`src/rtl/iter_shifter_if.sv`:
```
// Handshake bundle between a shift requester and iter_shifter.
// The requester is the master; the shifter is the slave.
interface iter_shifter_if #(
  parameter int WIDTH = 16
);
  localparam int AMT_W = $clog2(WIDTH);

  logic             start;
  logic [WIDTH-1:0] in;
  logic [AMT_W-1:0] amt;
  logic [2:0]       oper;
  logic             busy;
  logic             done;
  logic [WIDTH-1:0] out;
  logic             err;

  modport master (
    output start, in, amt, oper,
    input  busy, done, out, err
  );

  modport slave (
    input  start, in, amt, oper,
    output busy, done, out, err
  );
endinterface

```
`src/rtl/iter_shifter.sv`:
```
// Multi-cycle shift/rotate unit: moves up to STEP bits per clock
// until the requested amount is consumed, then pulses done.
module iter_shifter #(
  parameter int WIDTH = 16,
  parameter int STEP  = 2
) (
  input logic          clk,
  input logic          rst,
  iter_shifter_if.slave bus
);
  localparam int AMT_W = $clog2(WIDTH);

  typedef logic [AMT_W:0] cnt_t;

  typedef enum logic [1:0] {
    IDLE,
    SHIFT,
    DONE
  } state_t;

  localparam logic [2:0] OP_ROL = 3'b000;
  localparam logic [2:0] OP_SLL = 3'b001;
  localparam logic [2:0] OP_ROR = 3'b010;
  localparam logic [2:0] OP_SRL = 3'b011;
  localparam logic [2:0] OP_SRA = 3'b100;

  state_t           state, state_n;
  logic [WIDTH-1:0] out_q, nxt;
  cnt_t             rem, s, rem_n;
  logic [2:0]       op_q;
  logic             err_q;
  logic             legal;

  assign legal = (bus.oper <= OP_SRA);

  // rem is one bit wider so STEP == WIDTH still fits
  assign s     = (rem < cnt_t'(STEP)) ? rem : cnt_t'(STEP);
  assign rem_n = rem - s;

  // Only STEP candidate shifts exist; s selects one of them
  always_comb begin
    nxt = out_q;
    for (int k = 1; k <= STEP; k++) begin
      if (s == cnt_t'(k)) begin
        case (op_q)
          OP_ROL: nxt = (out_q << k) | (out_q >> (WIDTH - k));
          OP_SLL: nxt = out_q << k;
          OP_ROR: nxt = (out_q >> k) | (out_q << (WIDTH - k));
          OP_SRL: nxt = out_q >> k;
          OP_SRA: nxt = $unsigned($signed(out_q) >>> k);
          default: nxt = out_q;
        endcase
      end
    end
  end

  always_comb begin
    state_n = state;
    unique case (state)
      IDLE: begin
        if (bus.start) begin
          if (bus.amt != '0 && legal) state_n = SHIFT;
          else                        state_n = DONE;
        end
      end
      SHIFT: begin
        if (rem_n == '0) state_n = DONE;
      end
      DONE:    state_n = IDLE;
      default: state_n = IDLE;
    endcase
  end

  always_ff @(posedge clk) begin
    if (rst) begin
      state <= IDLE;
      out_q <= '0;
      rem   <= '0;
      op_q  <= '0;
      err_q <= 1'b0;
    end else begin
      state <= state_n;
      if (state == IDLE && bus.start) begin
        out_q <= bus.in;
        rem   <= {1'b0, bus.amt};
        op_q  <= bus.oper;
        err_q <= ~legal;
      end else if (state == SHIFT) begin
        out_q <= nxt;
        rem   <= rem_n;
      end
    end
  end

  assign bus.busy = (state != IDLE);
  assign bus.done = (state == DONE);
  assign bus.err  = (state == DONE) && err_q;
  assign bus.out  = out_q;
endmodule

```
`src/flat_wrapper.sv`:
```
// flat-port wrapper written by rule: the top's interface ports become plain ports
module iter_shifter_flat 
#(
  parameter int WIDTH = 16,
  parameter int STEP  = 2
)
  (clk, rst, bus_start, bus_in, bus_amt, bus_oper, bus_busy, bus_done, bus_out, bus_err);
  iter_shifter_if #(.WIDTH(WIDTH)) bus_i ();
  input logic clk;
  input logic rst;
  input wire logic [$bits(bus_i.start)-1:0] bus_start;
  input wire logic [$bits(bus_i.in)-1:0] bus_in;
  input wire logic [$bits(bus_i.amt)-1:0] bus_amt;
  input wire logic [$bits(bus_i.oper)-1:0] bus_oper;
  output wire logic [$bits(bus_i.busy)-1:0] bus_busy;
  output wire logic [$bits(bus_i.done)-1:0] bus_done;
  output wire logic [$bits(bus_i.out)-1:0] bus_out;
  output wire logic [$bits(bus_i.err)-1:0] bus_err;
  assign bus_i.start = bus_start;
  assign bus_i.in = bus_in;
  assign bus_i.amt = bus_amt;
  assign bus_i.oper = bus_oper;
  assign bus_busy = bus_i.busy;
  assign bus_done = bus_i.done;
  assign bus_out = bus_i.out;
  assign bus_err = bus_i.err;
  iter_shifter #(.WIDTH(WIDTH), .STEP(STEP)) u_core (.clk(clk), .rst(rst), .bus(bus_i));
endmodule
```
`config.mk`:
```
export PLATFORM = sky130hd
export DESIGN_NAME = iter_shifter_flat
export DESIGN_NICKNAME = d
export VERILOG_FILES = /design/src/rtl/iter_shifter_if.sv /design/src/rtl/iter_shifter.sv /design/src/flat_wrapper.sv
export SDC_FILE = /design/constraint.sdc
export NUM_CORES = 1
export LEC_CHECK = 0
export BUFFER_PORTS_ARGS = -buffer_cell sky130_fd_sc_hd__buf_2
export CELL_PAD_IN_SITES_DETAIL_PLACEMENT = 1
export CELL_PAD_IN_SITES_GLOBAL_PLACEMENT = 2
export CORE_MARGIN = 3
export CORE_UTILIZATION = 27
export CTS_BUF_LIST = sky130_fd_sc_hd__clkbuf_16
export DETAILED_ROUTE_END_ITERATION = 6
export GPL_TIMING_DRIVEN = 0
export PLACE_DENSITY = 0.88
export SYNTH_ARGS = -nofsm -noshare
export SYNTH_HDL_FRONTEND = slang
export SYNTH_SLANG_ARGS = --single-unit
```
`constraint.sdc`:
```
create_clock -name clk -period 1.9 [get_ports clk]
set_clock_uncertainty 0.2 [all_clocks]
set_input_delay 0.095 -clock clk [delete_from_list [all_inputs] [get_ports clk]]
set_output_delay 0.095 -clock clk [all_outputs]
set_load 0.05 [all_outputs]
```
==> flow_summary.yaml, run 1 <==
run_status:
  status: "finished, violations left"
  violations: "negative setup slack"
synthesis:
  yosysTopAreaCell: "dfxtp_1"
  postSynthCellCount: 272
  synth_cell_type_count: 51
  ys_ff_latch: 27
  ys.flop_type: "dfxtp_1"
  ys_seq_area_share_pct: 27.4
  syn-cell-area_mm2: 0.00198
  ys_warn_count: 0
  async_reset_ff_share_pct: 0
  synth_edf_count: 0
  syn_avg_cell_area_um2: 7.26
  syn_nets: 299
  synth_area_leaders: "dfxtp_1 (27%), a21oi_1 (8.1%), nand2_1 (7.0%), o21ai_0 (5.8%), mux2i_1 (5.6%)"
  synth_top_area_share_pct: 27.4
finish:
  drive_gt1_share_pct: 38.6
  fillCellCount: 855
  final_common_cell: "buf_2"
  final_cell_mix: "buf_2 (46), nand2_1 (36), a21oi_1 (27), nor2_1 (26), dfxtp_1 (23)"
  nNetsFinal: 388
  multi_input_area_mm2: 0.00156
  fin_cells: 456
  area_growth_pct: 57.0
  regArea_um2: 546
  diodes: 0
floorplan:
  initial_core_util_pct: 28.5
  die_x_um: 91.5
  core_area_mm2: 0.00694
  rows: 30
  die_y_um: 91.5
  io_pins: 45
  die_area_mm2: 0.00838
global_routing:
  grt_max_degree: 15
  grt_first_pass_wirelength_um: 12400
  grtUsageTotal_pct: 18.4
  antenna_found_initial: 0
  first_global_vias: 2395
  grt.overflow.total: 0
clocking:
  clockBufferDepth: 2
  cts_buffers: 3
  numClockSinks: 27
  cts_max_level: 1
  path_clk_slew_ps: 70
  clock_latency_ps: 270
  cts_tree: "built"
  cts-root-buf: "clkbuf_16"
timing:
  setup_violations: 18
  worst_pin_slew_ps: 746
  maxSlewViolCount: 0
  hold_viol: 0
  slew_headroom_pct: 50.3
  hold_slack_ps: 52.4
  fmax_ghz: 0.468
  fin_crit_ps: 2140
  timing.final.ws_setup_ps: -239
  rsz0062_at_grt: "true"
  fin_crit_sh_pct: 113
critical_path:
  cpMostUsedCell: "buf_6"
  crit_family: "simple AND/OR/NAND/NOR gates"
  crit_fanout: 7
  timing.critical_path.from_type: "flip-flop"
  path_cells: "buf_6 > or4_4 > o211ai_4 > buf_6 > buf_6 > and3_4 > a21oi_2 > o22ai_1"
  cp.arrival_ps: 2120
  end_kind: "flip-flop"
  slowest_delay_ps: 550
  path_buf_inv: 3
  worstPathRequired_ps: 1890
  cp.depth: 8
  r2r_slack_ps: -240
  timing_worst_setup_path_type: "flip-flop to flip-flop"
  slowest_stage: "or4_4"
  r2r_cells: 8
min_path:
  hold_path_class: "primary input to flip-flop"
  hold_depth: 4
routing:
  wire_per_inst_um: 18.4
  drcViolationCount: 0
  routed_wirelength_um: 8370
  ant_nets: 0
  drtIter0Drc: 150
  via_per_inst: 5.39
  dr.pass1.iters: 4
  dr_total_vias: 2458
job:
  drv_cap: 0
pwr:
  leakage_nw: 1.21
  vdd_drop_max_uv: 305
  power.density_mw_per_mm2: 888
placed_design:
  port_buffers: 43
  dp.cells: 411
  place.gp.congestion: 0.870
  dp_hpwl_um: 5110
  pre_cts_ws_ps: -342
-- state kept, by name, indices dropped and copies added (netlist names) --
register and cells:
u_core.bus.out 16, u_core.rem 5, u_core.op_q 3, u_core.state 2, u_core.err_q 1
-- report_power, final --
group          switching (mW)  internal [mW]
combinational           0.860          0.630
clock                   0.217          0.283
sequential              0.121          0.643
total                    1.20           1.56
-- worst min-delay path, stage by stage --
cell,delay (ps)
buf_2,90
o21ai_2,50
o21ai_1,80
o221a_2,180
-- layer usage --
layer  track usage (%)  routed length (µm)  share of wire, %  up-vias
li1                  -                   -                 -     1173
met1              24.4                3680                44     1203
met2              32.0                4190                50       73
met3              2.32                 414               4.9        9
met4              3.14                  91               1.1        0
met5                 0                   0                 0        -
-- kinds of logic after synthesis --
kind of cell,Yosys count,share of synthesized area (%)
mux,12,6.71
buf+inv,23,6.21
compound gates,99,31.7
simple gates,108,26.7
xor+xnor,1,0.443
fa+ha+maj,1,0.633
other cells,1,0.190
flops,27,27.4
-- through the flow --
step	setup TNS [ps]	util (%)	total power, mW	area (µm²)
6_report	-2730	44.7	2.75	3100
5_1_grt	-4140	44.7	2.90	3100
4_1_cts	-2830	40.4	2.49	2810
3_5_place_dp	-5880	33.8	1.86	2350
3_3_place_gp	-4970	33.8	1.84	2350
2_1_floorplan	-217	-	1.56	2010
-- cells in the mapped netlist, types with 2 or more instances --
cell	count
a211oi_1	7
a21o_1	2
a21oi_1	32
a221oi_1	2
a22o_1	2
a22oi_1	7
a31oi_1	4
and2_1	2
and3_1	3
buf_1	2
buf_2	5
buf_6	4
clkbuf_1	10
dfxtp_1	27
inv_1	2
mux2i_1	11
nand2_1	37
nand2b_1	2
nand3_1	13
nor2_1	27
nor2b_1	5
nor3_1	3
nor3b_1	3
o21ai_0	23
o22ai_1	8
or2_2	3
or3b_2	2
-- final timing paths --
path                                                 start                              end
worst min register to register   u_core.err_q$_SDFFE_PP0P_        u_core.err_q$_SDFFE_PP0P_
worst max-delay path            u_core.rem[3]$_SDFFE_PP0N_  u_core.bus.out[12]$_SDFFE_PP0P_
worst min-delay path                            bus_in[10]  u_core.bus.out[10]$_SDFFE_PP0P_
worst max register to register  u_core.rem[3]$_SDFFE_PP0N_  u_core.bus.out[12]$_SDFFE_PP0P_
-- timing repair --
item	4_1_cts	5_1_grt
endpoints found under the hold margin	21	1
pin swaps	13	21
hold buffers	21	1
gates cloned	1	2
buffers inserted	11	8
endpoints found under the setup margin	27	24
gates resized for setup	28	51
-- area by class of cell --
cell class                 instances  area share [%]
buffer                            18            4.11
clock buffer                       3            2.42
clock inverter                     1           0.121
inverter                           2           0.242
multi-input combinational        222            50.4
sequential                        27            17.6
tap                               96            3.87
timing repair buffer              87            21.2
Power figures use the tool's default switching activity.
==> run 2: changes to the inputs <==
--- a/config.mk
+++ b/config.mk
@@ -14,6 +14,7 @@
 export DETAILED_ROUTE_END_ITERATION = 6
 export GPL_TIMING_DRIVEN = 0
 export PLACE_DENSITY = 0.88
+export SKIP_LAST_GASP = 1
 export SYNTH_ARGS = -nofsm -noshare
 export SYNTH_HDL_FRONTEND = slang
 export SYNTH_SLANG_ARGS = --single-unit
==> run 2 against run 1 <==
  * The flow still finishes with violations (negative setup slack)
  * Core utilization shrank 0.23 points
  * Maximum frequency grew 0.84%
  * Hold slack lost 19 ps
  * Routed wire length shrank 2.1%
  * Global-route usage is essentially flat
  * Non-clock buffer count shrank 1
  * Clock-buffer cell count is the same
  * Largest power group unchanged
  * Worst setup slack gained 18 ps
  * Clock power is essentially flat
  * Critical path depth is the same
  * Register-to-register slack gained 20 ps
  * Sequential power is essentially flat
==> flow_summary.yaml, run 2 (synthesis results as in run 1) <==
timing:
  setup_violations: 18
  fmax_ghz: 0.472
  worst_pin_slew_ps: 757
  rsz0062_at_grt: "true"
  maxSlewViolCount: 0
  hold_viol: 0
  fin_crit_ps: 2120
  fin_crit_sh_pct: 112
  slew_headroom_pct: 49.5
  hold_slack_ps: 33.1
  setup_tns_ps: -2720
  timing.final.ws_setup_ps: -221
global_routing:
  grt_first_pass_wirelength_um: 12400
  grtUsageTotal_pct: 18.4
  grt_max_degree: 15
  grt.overflow.total: 0
  first_global_vias: 2394
  antenna_found_initial: 0
pwr:
  p_sw_mw: 1.19
  p_seq_share_pct: 28.0
  p_int_mw: 1.54
  vdd_drop_max_uv: 315
  leakage_nw: 1.21
  power.density_mw_per_mm2: 883
  swShare_pct: 43.6
  clkPwrFrac_pct: 18.4
  combPwrFrac_pct: 53.5
critical_path:
  end_kind: "flip-flop"
  cp.arrival_ps: 2110
  timing_worst_setup_path_type: "flip-flop to flip-flop"
  worstPathRequired_ps: 1890
  timing.critical_path.from_type: "flip-flop"
  crit_fanout: 7
floorplan:
  io_pins: 45
  rows: 30
  die_y_um: 91.5
  initial_core_util_pct: 28.5
  die_area_mm2: 0.00838
  core_area_mm2: 0.00694
  die_x_um: 91.5
routing:
  routed_wirelength_um: 8200
  dr.pass1.iters: 4
  dr_total_vias: 2448
  wire_per_inst_um: 18.0
  drtIter0Drc: 148
  ant_nets: 0
  drcViolationCount: 0
  via_per_inst: 5.38
run_status:
  status: "finished, violations left"
  violations: "negative setup slack"
finish:
  area_growth_pct: 56.2
  diodes: 0
  final_cell_mix: "buf_2 (46), nand2_1 (36), a21oi_1 (27), nor2_1 (26), dfxtp_1 (23)"
  nNetsFinal: 387
  drive_gt1_share_pct: 38.4
  fillCellCount: 854
  final_common_cell: "buf_2"
  largest_reg_flops: 16
placed_design:
  dp_hpwl_um: 5110
  place.gp.congestion: 0.870
  port_buffers: 43
clocking:
  cts_buffers: 3
  clock_latency_ps: 270
  path_clk_slew_ps: 70
  cts_tree: "built"
  cts-root-buf: "clkbuf_16"
  numClockSinks: 27
  clockBufferDepth: 2
  cts_max_level: 1
min_path:
  hold_path_class: "primary input to flip-flop"
job:
  drv_cap: 0
==> run 2: path summary, 6_finish.rpt <==
check | start | cells after the start | to | slack (ps)
worst max-delay path | u_core.rem[3]$_SDFFE_PP0N_ | 8 | u_core.bus.out[12]$_SDFFE_PP0P_ | -220
worst min-delay path | bus_in[10] | 4 | u_core.bus.out[10]$_SDFFE_PP0P_ | 30
worst max register to register | u_core.rem[3]$_SDFFE_PP0N_ | 8 | u_core.bus.out[12]$_SDFFE_PP0P_ | -220
worst min register to register | u_core.err_q$_SDFFE_PP0P_ | 2 | u_core.err_q$_SDFFE_PP0P_ | 310
==> run 2: critical path: stages, from the launching register on <==
cell and delay [ps]:
dfxtp_2 320, buf_6 120, or4_4 540, o211ai_4 250, buf_6 150, buf_6 100
and3_4 180, a21oi_2 30, o22ai_1 140
==> run 2: per-layer routing <==
| layer | GRT usage, % | up-vias | wire length [µm] | part of all wire [%] |
|---|---|---|---|---|
| li1 | - | 1178 | - | - |
| met1 | 24.5 | 1196 | 3640 | 44 |
| met2 | 32.0 | 69 | 4110 | 50 |
| met3 | 2.32 | 5 | 398 | 4.9 |
| met4 | 3.14 | 0 | 46 | 0.56 |
| met5 | 0 | - | 0 | 0 |
==> run 2: final cells by class <==
class	instances	area, µm²	share of cell area (%)
plain buffers	18	128	4.14
inverters	2	7.51	0.243
clock inverters	1	3.75	0.122
well taps	96	120	3.89
multi-input cells	222	1570	51.0
clock buffers	3	75.1	2.43
flip-flops and latches	27	546	17.7
repair buffers	86	633	20.5
==> run 2: timing repair <==
action	in CTS	in global routing
endpoints found under the setup margin	27	24
gates resized for setup	27	53
hold endpoints to repair	21	1
buffers inserted	11	8
pin swaps	13	21
cloned	1	1
hold buffers	21	1
==> run 2: power by group through the flow <==
stage	Sequential, mW	Combinational, mW	Clock, mW
final	0.764	1.46	0.502
after detailed placement	0.761	1.10	0
after global placement	0.759	1.08	0
after CTS	0.752	1.22	0.510
after floorplan	0.911	0.650	0
after global routing	0.779	1.56	0.535
==> run 2: metrics by stage <==
step           power [mW]  area (µm²)  cells  setup slack [ps]  utilization [%]
2_1_floorplan        1.56        2010    272             -40.1                -
3_3_place_gp         1.84        2350    411              -312             33.8
3_5_place_dp         1.86        2350    411              -342             33.8
4_1_cts              2.49        2800    447              -207             40.3
5_1_grt              2.87        3090    455              -282             44.4
6_report             2.72        3090    455              -221             44.4
